File: config.mk
export PLATFORM = sky130hd
export DESIGN_NAME = alu_issue_stage
export DESIGN_NICKNAME = d
export VERILOG_FILES = /design/src/rtl/alu_issue_stage.sv
export SDC_FILE = /design/constraint.sdc
export NUM_CORES = 1
export LEC_CHECK = 0
export CAP_MARGIN = 40
export CORE_UTILIZATION = 45
export DETAILED_ROUTE_END_ITERATION = 10
export DONT_BUFFER_PORTS = 1
export SETUP_SLACK_MARGIN = 0.4
export SYNTH_ARGS = -nofsm -noshare
export SYNTH_HDL_FRONTEND = slang
export SYNTH_SLANG_ARGS = --single-unit
File: constraint.sdc
create_clock -name clk -period 2.35 [get_ports clk]
set_clock_uncertainty 0.05 [all_clocks]
set_input_delay 0.3525 -clock clk [delete_from_list [all_inputs] [get_ports clk]]
set_output_delay 0.3525 -clock clk [all_outputs]
set_load 0.01 [all_outputs]
File: src/rtl/alu_issue_stage.sv
// alu_issue_stage: MIPS32 decode/issue into the ALU via a 2-entry skid buffer; ALU_ISSUE_PERF_CNT_EN adds issue/stall counters.
module alu_issue_stage #(
    parameter int DATA_W = 32,
    parameter int REG_AW = 5
) (
    input  logic              clk,
    input  logic              rst_n,
    input  logic              flush,
    input  logic              in_valid,
    output logic              in_ready,
    input  logic [31:0]       instr,
    input  logic [DATA_W-1:0] rs_data,
    input  logic [DATA_W-1:0] rt_data,
    output logic              out_valid,
    input  logic              out_ready,
    output logic [DATA_W-1:0] alu_a,
    output logic [DATA_W-1:0] alu_b,
    output logic [2:0]        alu_control,
    output logic [REG_AW-1:0] rd_addr,
    output logic              reg_write,
    output logic              illegal
`ifdef ALU_ISSUE_PERF_CNT_EN
    ,
    output logic [31:0]       issue_count,
    output logic [31:0]       stall_count
`endif
);
    localparam logic [1:0] EMPTY = 2'd0, BUSY = 2'd1, FULL = 2'd2;

    typedef struct packed {
        logic              illegal;
        logic              reg_write;
        logic [REG_AW-1:0] rd;
        logic [2:0]        ctrl;
        logic [DATA_W-1:0] a;
        logic [DATA_W-1:0] b;
    } entry_t;

    entry_t      dec, main_q, skid_q;
    logic [1:0]  state, state_nxt;
    logic        legal, accept, issue, load_main, load_skid, pop_skid;
    logic [5:0]  opcode, funct;
    logic [15:0] imm;
    logic        unused_rs_field;

    assign opcode          = instr[31:26];
    assign funct           = instr[5:0];
    assign imm             = instr[15:0];
    assign unused_rs_field = ^instr[25:21];

    assign out_valid = state != EMPTY;
    assign accept    = in_valid && in_ready && !flush;
    assign issue     = out_valid && out_ready;

    always_comb begin
        dec   = '0;
        legal = 1'b1;
        if (opcode == 6'h00) begin
            dec.rd = instr[15:11];
            case (funct)
                6'h20: begin dec.ctrl = 3'b000; dec.a = rs_data; dec.b = rt_data; end
                6'h22: begin dec.ctrl = 3'b001; dec.a = rs_data; dec.b = rt_data; end
                6'h24: begin dec.ctrl = 3'b010; dec.a = rs_data; dec.b = rt_data; end
                6'h25: begin dec.ctrl = 3'b011; dec.a = rs_data; dec.b = rt_data; end
                6'h26: begin dec.ctrl = 3'b100; dec.a = rs_data; dec.b = rt_data; end
                6'h04: begin dec.ctrl = 3'b101; dec.a = rt_data; dec.b = {{(DATA_W-5){1'b0}}, rs_data[4:0]}; end
                6'h06: begin dec.ctrl = 3'b110; dec.a = rt_data; dec.b = {{(DATA_W-5){1'b0}}, rs_data[4:0]}; end
                6'h00: begin dec.ctrl = 3'b101; dec.a = rt_data; dec.b = {{(DATA_W-5){1'b0}}, instr[10:6]}; end
                6'h02: begin dec.ctrl = 3'b110; dec.a = rt_data; dec.b = {{(DATA_W-5){1'b0}}, instr[10:6]}; end
                default: legal = 1'b0;
            endcase
        end else begin
            dec.rd = instr[20:16];
            dec.a  = rs_data;
            case (opcode)
                6'h08: begin dec.ctrl = 3'b000; dec.b = {{(DATA_W-16){imm[15]}}, imm}; end
                6'h0C: begin dec.ctrl = 3'b010; dec.b = {{(DATA_W-16){1'b0}}, imm}; end
                6'h0D: begin dec.ctrl = 3'b011; dec.b = {{(DATA_W-16){1'b0}}, imm}; end
                6'h0E: begin dec.ctrl = 3'b100; dec.b = {{(DATA_W-16){1'b0}}, imm}; end
                default: legal = 1'b0;
            endcase
        end
        // Unsupported encodings still travel the handshake, but as an inert NOP.
        if (!legal) begin
            dec.rd   = '0;
            dec.ctrl = '0;
            dec.a    = '0;
            dec.b    = '0;
        end
        dec.illegal   = !legal;
        dec.reg_write = legal && (dec.rd != '0);
    end

    always_comb begin
        state_nxt = state;
        load_main = 1'b0;
        load_skid = 1'b0;
        pop_skid  = 1'b0;
        if (flush) begin
            state_nxt = EMPTY;
        end else begin
            case (state)
                EMPTY: begin
                    state_nxt = accept ? BUSY : EMPTY;
                    load_main = accept;
                end
                BUSY: begin
                    load_main = accept && issue;
                    load_skid = accept && !issue;
                    state_nxt = load_skid ? FULL : (!accept && issue) ? EMPTY : BUSY;
                end
                FULL: begin
                    pop_skid  = issue;
                    state_nxt = issue ? BUSY : FULL;
                end
                default: state_nxt = EMPTY;
            endcase
        end
    end

    always_ff @(posedge clk or negedge rst_n) begin
        if (!rst_n) begin
            state    <= EMPTY;
            in_ready <= 1'b1;
            main_q   <= '0;
            skid_q   <= '0;
        end else begin
            state    <= state_nxt;
            in_ready <= state_nxt != FULL;
            if (load_main)
                main_q <= dec;
            else if (pop_skid)
                main_q <= skid_q;
            if (load_skid)
                skid_q <= dec;
        end
    end

    assign alu_a       = main_q.a;
    assign alu_b       = main_q.b;
    assign alu_control = main_q.ctrl;
    assign rd_addr     = main_q.rd;
    assign reg_write   = main_q.reg_write;
    assign illegal     = main_q.illegal;

`ifdef ALU_ISSUE_PERF_CNT_EN
    always_ff @(posedge clk or negedge rst_n) begin
        if (!rst_n) begin
            issue_count <= '0;
            stall_count <= '0;
        end else begin
            issue_count <= issue_count + 32'(issue);
            stall_count <= stall_count + 32'(out_valid && !out_ready);
        end
    end
`endif
endmodule

Yosys cells after proc, flatten, opt, wreduce, memory -nomap -nowiden
Index checks and enable logic that the tools add are counted.
{"block": "op_classes", "n_shift": 0, "reduce_logical": 20, "n_div": 0, "mux": 22, "add_sub_neg": 0, "multipliers": 0, "bitwise": 0, "eq_ne": 15, "order_cmp": 0}
{"op": "case mux 67 bit (9 select lines)", "count": 1}
{"op": "2-to-1 mux 74 bit", "count": 2}
{"op": "2-to-1 mux 72 bit", "count": 2}
{"op": "case mux 32 bit (2 select lines)", "count": 1}
{"op": "== test 6 bit, second input constant", "count": 5}
{"op": "== test 6 x 4 -> 1 bit, second input constant", "count": 4}
{"op": "== test 6 x 3 -> 1 bit, second input constant", "count": 2}
{"op": "logical NOT 6 bit", "count": 2}
{"op": "2-to-1 mux 1 bit", "count": 10}
{"op": "case mux 3 bit (3 select lines)", "count": 1}
{"op": "OR reduction 9 bit", "count": 1}
{"op": "logical AND 1 bit", "count": 7}
{"op": "== test 6 x 2 -> 1 bit, second input constant", "count": 1}
{"op": "2-to-1 mux 2 bit", "count": 3}
{"op": "case mux 2 bit (3 select lines)", "count": 1}
{"op": "nonzero test 5 bit", "count": 1}
{"op": "logical NOT 1 bit", "count": 4}
{"op": "nonzero test 2 bit", "count": 2}
{"op": "OR reduction 4 bit", "count": 1}
{"op": "OR reduction 3 bit", "count": 1}
{"op": "== test 2 x 1 -> 1 bit, second input constant", "count": 1}
{"op": "== test 2 bit, second input constant", "count": 1}
{"op": "logical NOT 2 bit", "count": 1}
{"op": "!= test 2 bit, second input constant", "count": 1}
{"op": "case mux 1 bit (2 select lines)", "count": 1}
{"block": "word_totals", "output_inout_bits": 76, "mem_bits_ro": 0, "latchBits": 0, "inputBits": 101, "ram_bits": 0, "regBits": 151, "wordCells": 71, "memories": 0}

Logic depth before layout (Yosys ltp)
{"block": "logic_depth", "depth_word": 9, "mapped_depth": 11}

Worst setup path before layout
Ideal clock, no wire load.
{"block": "synth_timing", "path_kind": "register to register", "from": "register state[1]", "to": "register main_q (netlist bit alu_b[22])", "setup_ps": 82, "path_stages_with_launch": 11, "slack_ps": 91, "t_arrival_ps": 2126, "required_time_ps": 2218, "cell_sequence": "dfrtp_1 -> clkbuf_1 -> or2_2 -> nand2_1 -> inv_1 -> ha_1 -> nand2_1 -> a211oi_2 -> nand3_1 -> buf_2 -> o22ai_1"}
{"block": "synth_via", "elab_chain_cells": 6, "elab_cells_between_ends": 12, "cone_classes": "eq/ne (2); mux (5); reduce/logical (5)"}
{"item": "from (decl)", "line": "40", "text": "logic [1:0] state, state_nxt;"}
{"item": "from (signal assigned)", "line": "128", "text": "state <= state_nxt;"}
{"item": "nonzero test 2 bit *", "line": "51", "text": "assign out_valid = state != EMPTY;"}
{"item": "net out_valid", "line": "14", "text": "output logic out_valid,"}
{"item": "logical AND 1 bit *", "line": "53", "text": "assign issue = out_valid && out_ready;"}
{"item": "logical AND 1 bit", "line": "108", "text": "load_main = accept && issue;"}
{"item": "case mux 1 bit (2 select lines)", "line": "102", "text": "case (state)"}
{"item": "2-to-1 mux 1 bit", "line": "99", "text": "if (flush) begin"}
{"item": "2-to-1 mux 74 bit or nonzero test 2 bit (tied branches)"}
{"item": "to (signal assigned)", "line": "133", "text": "main_q <= skid_q;"}
{"item": "to (decl)", "line": "39", "text": "entry_t dec, main_q, skid_q;"}
The timed path passes the listed nets; every way through them passes the cells marked *.
A chain may end at the register's enable or synchronous reset.

Worst setup path in the final report
{"block": "layout_timing", "from": "register in_ready", "to": "register main_q (netlist bit alu_b[25])"}
{"block": "layout_via", "elab_chain_cells": 6, "elab_cells_between_ends": 7, "cone_classes": "mux (3); reduce/logical (4)"}
{"item": "from (decl)", "line": "10", "text": "output logic in_ready,"}
{"item": "from (signal assigned)", "line": "124", "text": "in_ready <= 1'b1;"}
{"item": "from (signal assigned)", "line": "129", "text": "in_ready <= state_nxt != FULL;"}
{"item": "logical AND 1 bit * (2 in a row)", "line": "52", "text": "assign accept = in_valid && in_ready && !flush;"}
{"item": "logical AND 1 bit", "line": "108"}
{"item": "case mux 1 bit (2 select lines) *", "line": "102"}
{"item": "2-to-1 mux 1 bit *", "line": "99"}
{"item": "2-to-1 mux 74 bit or nonzero test 2 bit (tied branches)"}
Every way passes the cells marked *; elsewhere a longest branch is shown, timed or not.

==> run summary <==
H-tree depth: 4
Synth Area in Compound Gates: 22.7%
Fmax: 462 MHz
Post-synthesis cell type count: 48
Filler cells: 1275
Number of global-route vias before repair: 5954
Final slew viol count: 0
MaxCap Viol Count: 0
Max-slew headroom: 69.2%
HP Class: primary input to async pin
Worst skew pair latency: 0.43 ns
Adder-Cell Fraction of Synth Area: 0.496%
Input/output buffers: 0
DR iter-0 viols: 524
Clock tree buffer depth: 2
Simple-gate share of the synthesized area: 13.3%
Hold_buf cts: 1
GRT Overall Usage: 28.4%
Netlist Area Pre-Place: 7070 sq um
RSZ-0062 raised after global routing: yes
Initial antenna violation count: 0
Critical path class: register to register
Gpl congestion: 0.864
TritonCTS buffer count: 17
Min Tclk post-route: 2.16 ns
DR DRC count: 0
Largest net degree at the start of global routing: 152
Ys Warns: 0
DRT Pass-1 Iters: 5
EDFF count, synth: 0
CTS Sinks: 151
Hold Violations, Final: 151
CTS tree: built
Lkg Pwr: 0.00424 uW
XOR/XNOR Fraction of Synth Area: 0%
CP cell instances: nand2_2 > nor2_4 > ha_2 > nand2_4 > a211oi_4 > buf_6 > buf_8 > buf_4 > nand3_4 > o22ai_1
Commonest cells in the netlist: 150 x dfrtp_1, 110 x nand2_1, 70 x o21ai_0
Clock slew at reported path FFs: 0.07 ns
Register area share after synthesis: 53.5%
CP max stage cell: dfstp_2
Total gr overflow: 0
Critical path arrival: 2.45 ns
Largest family of logic cells by synthesized area: compound AO/OA/AOI/OAI gates
Core area: 15300 sq um
N_diodes: 0
Dpl cells: 911
Yosys reg bits: 151
Ys flop type: dfrtp_1
Status: complete, but fails checks
Post-synth top area share: 53.1%
Final HPWL DP: 14500 um
Post-DR vias/cell: 6.31
Setup TNS: 0 ns
Worst-Margin Slew: 0.462 ns
Cell count after synthesis: 732
Area leader, netlist: dfrtp_1
DR WL/cell: 23.9 um
Area Growth Syn to Fin: 24.2%
Count leader, synth: dfrtp_1
Slowest Stage Delay on Critical Path: 0.58 ns
Mapped Nets: 835
CP max FO: 8
# IOs: 177
VDD IR max: 0.000526 V
Final Net Count: 854
Die area: 16200 sq um
Die width: 127 um
Vias: 6150
Mux cell area share after synthesis: 5.66%
Required time of the critical path: 2.64 ns
Post-route total power: 6260 uW
Final setup viols: 0
Row count: 45
Area contributors post-synth: dfrtp_1 53%, nand2_1 5.8%, mux2i_1 5.7%
Die H: 127 um
First-pass GRT wire length: 34600 um
Initial Util: 46.3%
Worst setup EP type: register
Root buffer cell: clkbuf_16
Antenna-violating nets left: 0
Failing checks: hold timing
Mapped Avg Cell Area: 9.66 sq um
Drt total wl: 23300 um
Non-filler instance count after layout: 975
Layout cells sized above 1: 17.4%
PD cells: 713 nW/um^2
Async set-reset flop share out of synthesis: 100%
Worst Setup Start Kind: register
Worst hold slack: -0.427 ns
Final Cycle Share: 92.1%
cells in the final DEF, fill, tap and decap left out, types with 4 or more instances in the layout:
cell	count
nand3b_1	4
dfrtp_1	150
a32o_1	12
bufbuf_16	5
and3_1	9
a21oi_1	48
a21oi_2	9
o21ai_1	12
o22ai_1	41
mux2i_1	40
o22ai_2	10
buf_4	31
a22oi_1	42
o21ai_0	65
inv_1	6
clkbuf_16	22
nor2_1	38
buf_6	5
clkbuf_8	4
buf_12	8
o2bb2ai_1	5
clkinvlp_4	4
nand3_1	22
nand2_1	106
registers in the layout, indices dropped and copies added (netlist names):
signal and cells:
reg_write 1, in_ready 1, alu_b 32, alu_a 32, alu_control 3, skid_q 74
state 2, illegal 1, rd_addr 5
per-layer routing:
metal | global-route usage, % | vias up | part of all wire, %
li1 | - | 2714 | -
met1 | 38.3 | 3094 | 42
met2 | 43.5 | 308 | 47
met3 | 8.29 | 34 | 9.7
met4 | 10.4 | 0 | 1.9
met5 | 0 | - | 0
final timing paths:
check,slack [ns],cells after the start,endpoint,from
min in group clk,0.07,2,state[0]$_DFF_PN0_,out_ready
worst max register to register,0.19,10,alu_b[25]$_DFFE_PN0P_,in_ready$_DFF_PN1_
worst min-delay path,-0.43,0,state[0]$_DFF_PN0_,rst_n
worst max-delay path,0.19,10,alu_b[25]$_DFFE_PN0P_,in_ready$_DFF_PN1_
worst min register to register,0.42,2,skid_q[11]$_DFFE_PN0P_,skid_q[11]$_DFFE_PN0P_
max in group asynchronous,2.35,0,skid_q[38]$_DFFE_PN0P_,rst_n
timing repair:
action,in CTS,in global routing
buffers inserted,7,8
resized for setup,46,18
pin swaps,22,2
setup endpoints to repair,147,147
hold endpoints to repair,154,151
cloned,9,6
power breakdown:
group | total [uW] | switching (uW) | internal [uW] | leakage, uW
Sequential | 2930 | 176 | 2750 | 0.00205
Combinational | 562 | 286 | 276 | 0.00190
Clock | 2760 | 1090 | 1680 | 0.000285
final cells by class:
| class | count | area [sq um] | area share (%) |
|---|---|---|---|
| tap | 211 | 264 | 3.01 |
| inverter | 6 | 22.5 | 0.257 |
| clock buffer | 22 | 484 | 5.52 |
| sequential | 151 | 3780 | 43.1 |
| clock inverter | 10 | 118 | 1.34 |
| timing repair buffer | 60 | 850 | 9.68 |
| multi-input combinational | 515 | 3260 | 37.1 |
metrics by stage:
| stage | util (%) | worst slack (ns) | instance area [sq um] |
|---|---|---|---|
| 3_3_place_gp | 48.4 | 0.110 | 7380 |
| 3_5_place_dp | 48.4 | 0.0456 | 7380 |
| 6_report | 57.5 | 0.186 | 8780 |
| 2_1_floorplan | - | 0.389 | 7150 |
| 5_1_grt | 57.5 | 0.112 | 8780 |
| 4_1_cts | 55.5 | 0.234 | 8460 |
cells by family after synthesis:
group | after synthesis
adder cells (fa/ha/maj) | 3
AO/OA/AOI/OAI | 260
AND/OR/NAND/NOR | 211
flip-flops | 151
buffers and inverters | 67
multiplexers | 40
critical path, delay by kind of cell, from the launching register on:
family	cells	cell delay [ns]
simple gates	4	0.40
fa+ha+maj	1	0.20
buf+inv	3	0.42
compound gates	2	0.42
flops	1	0.58
(Power assumes the default switching activity.)
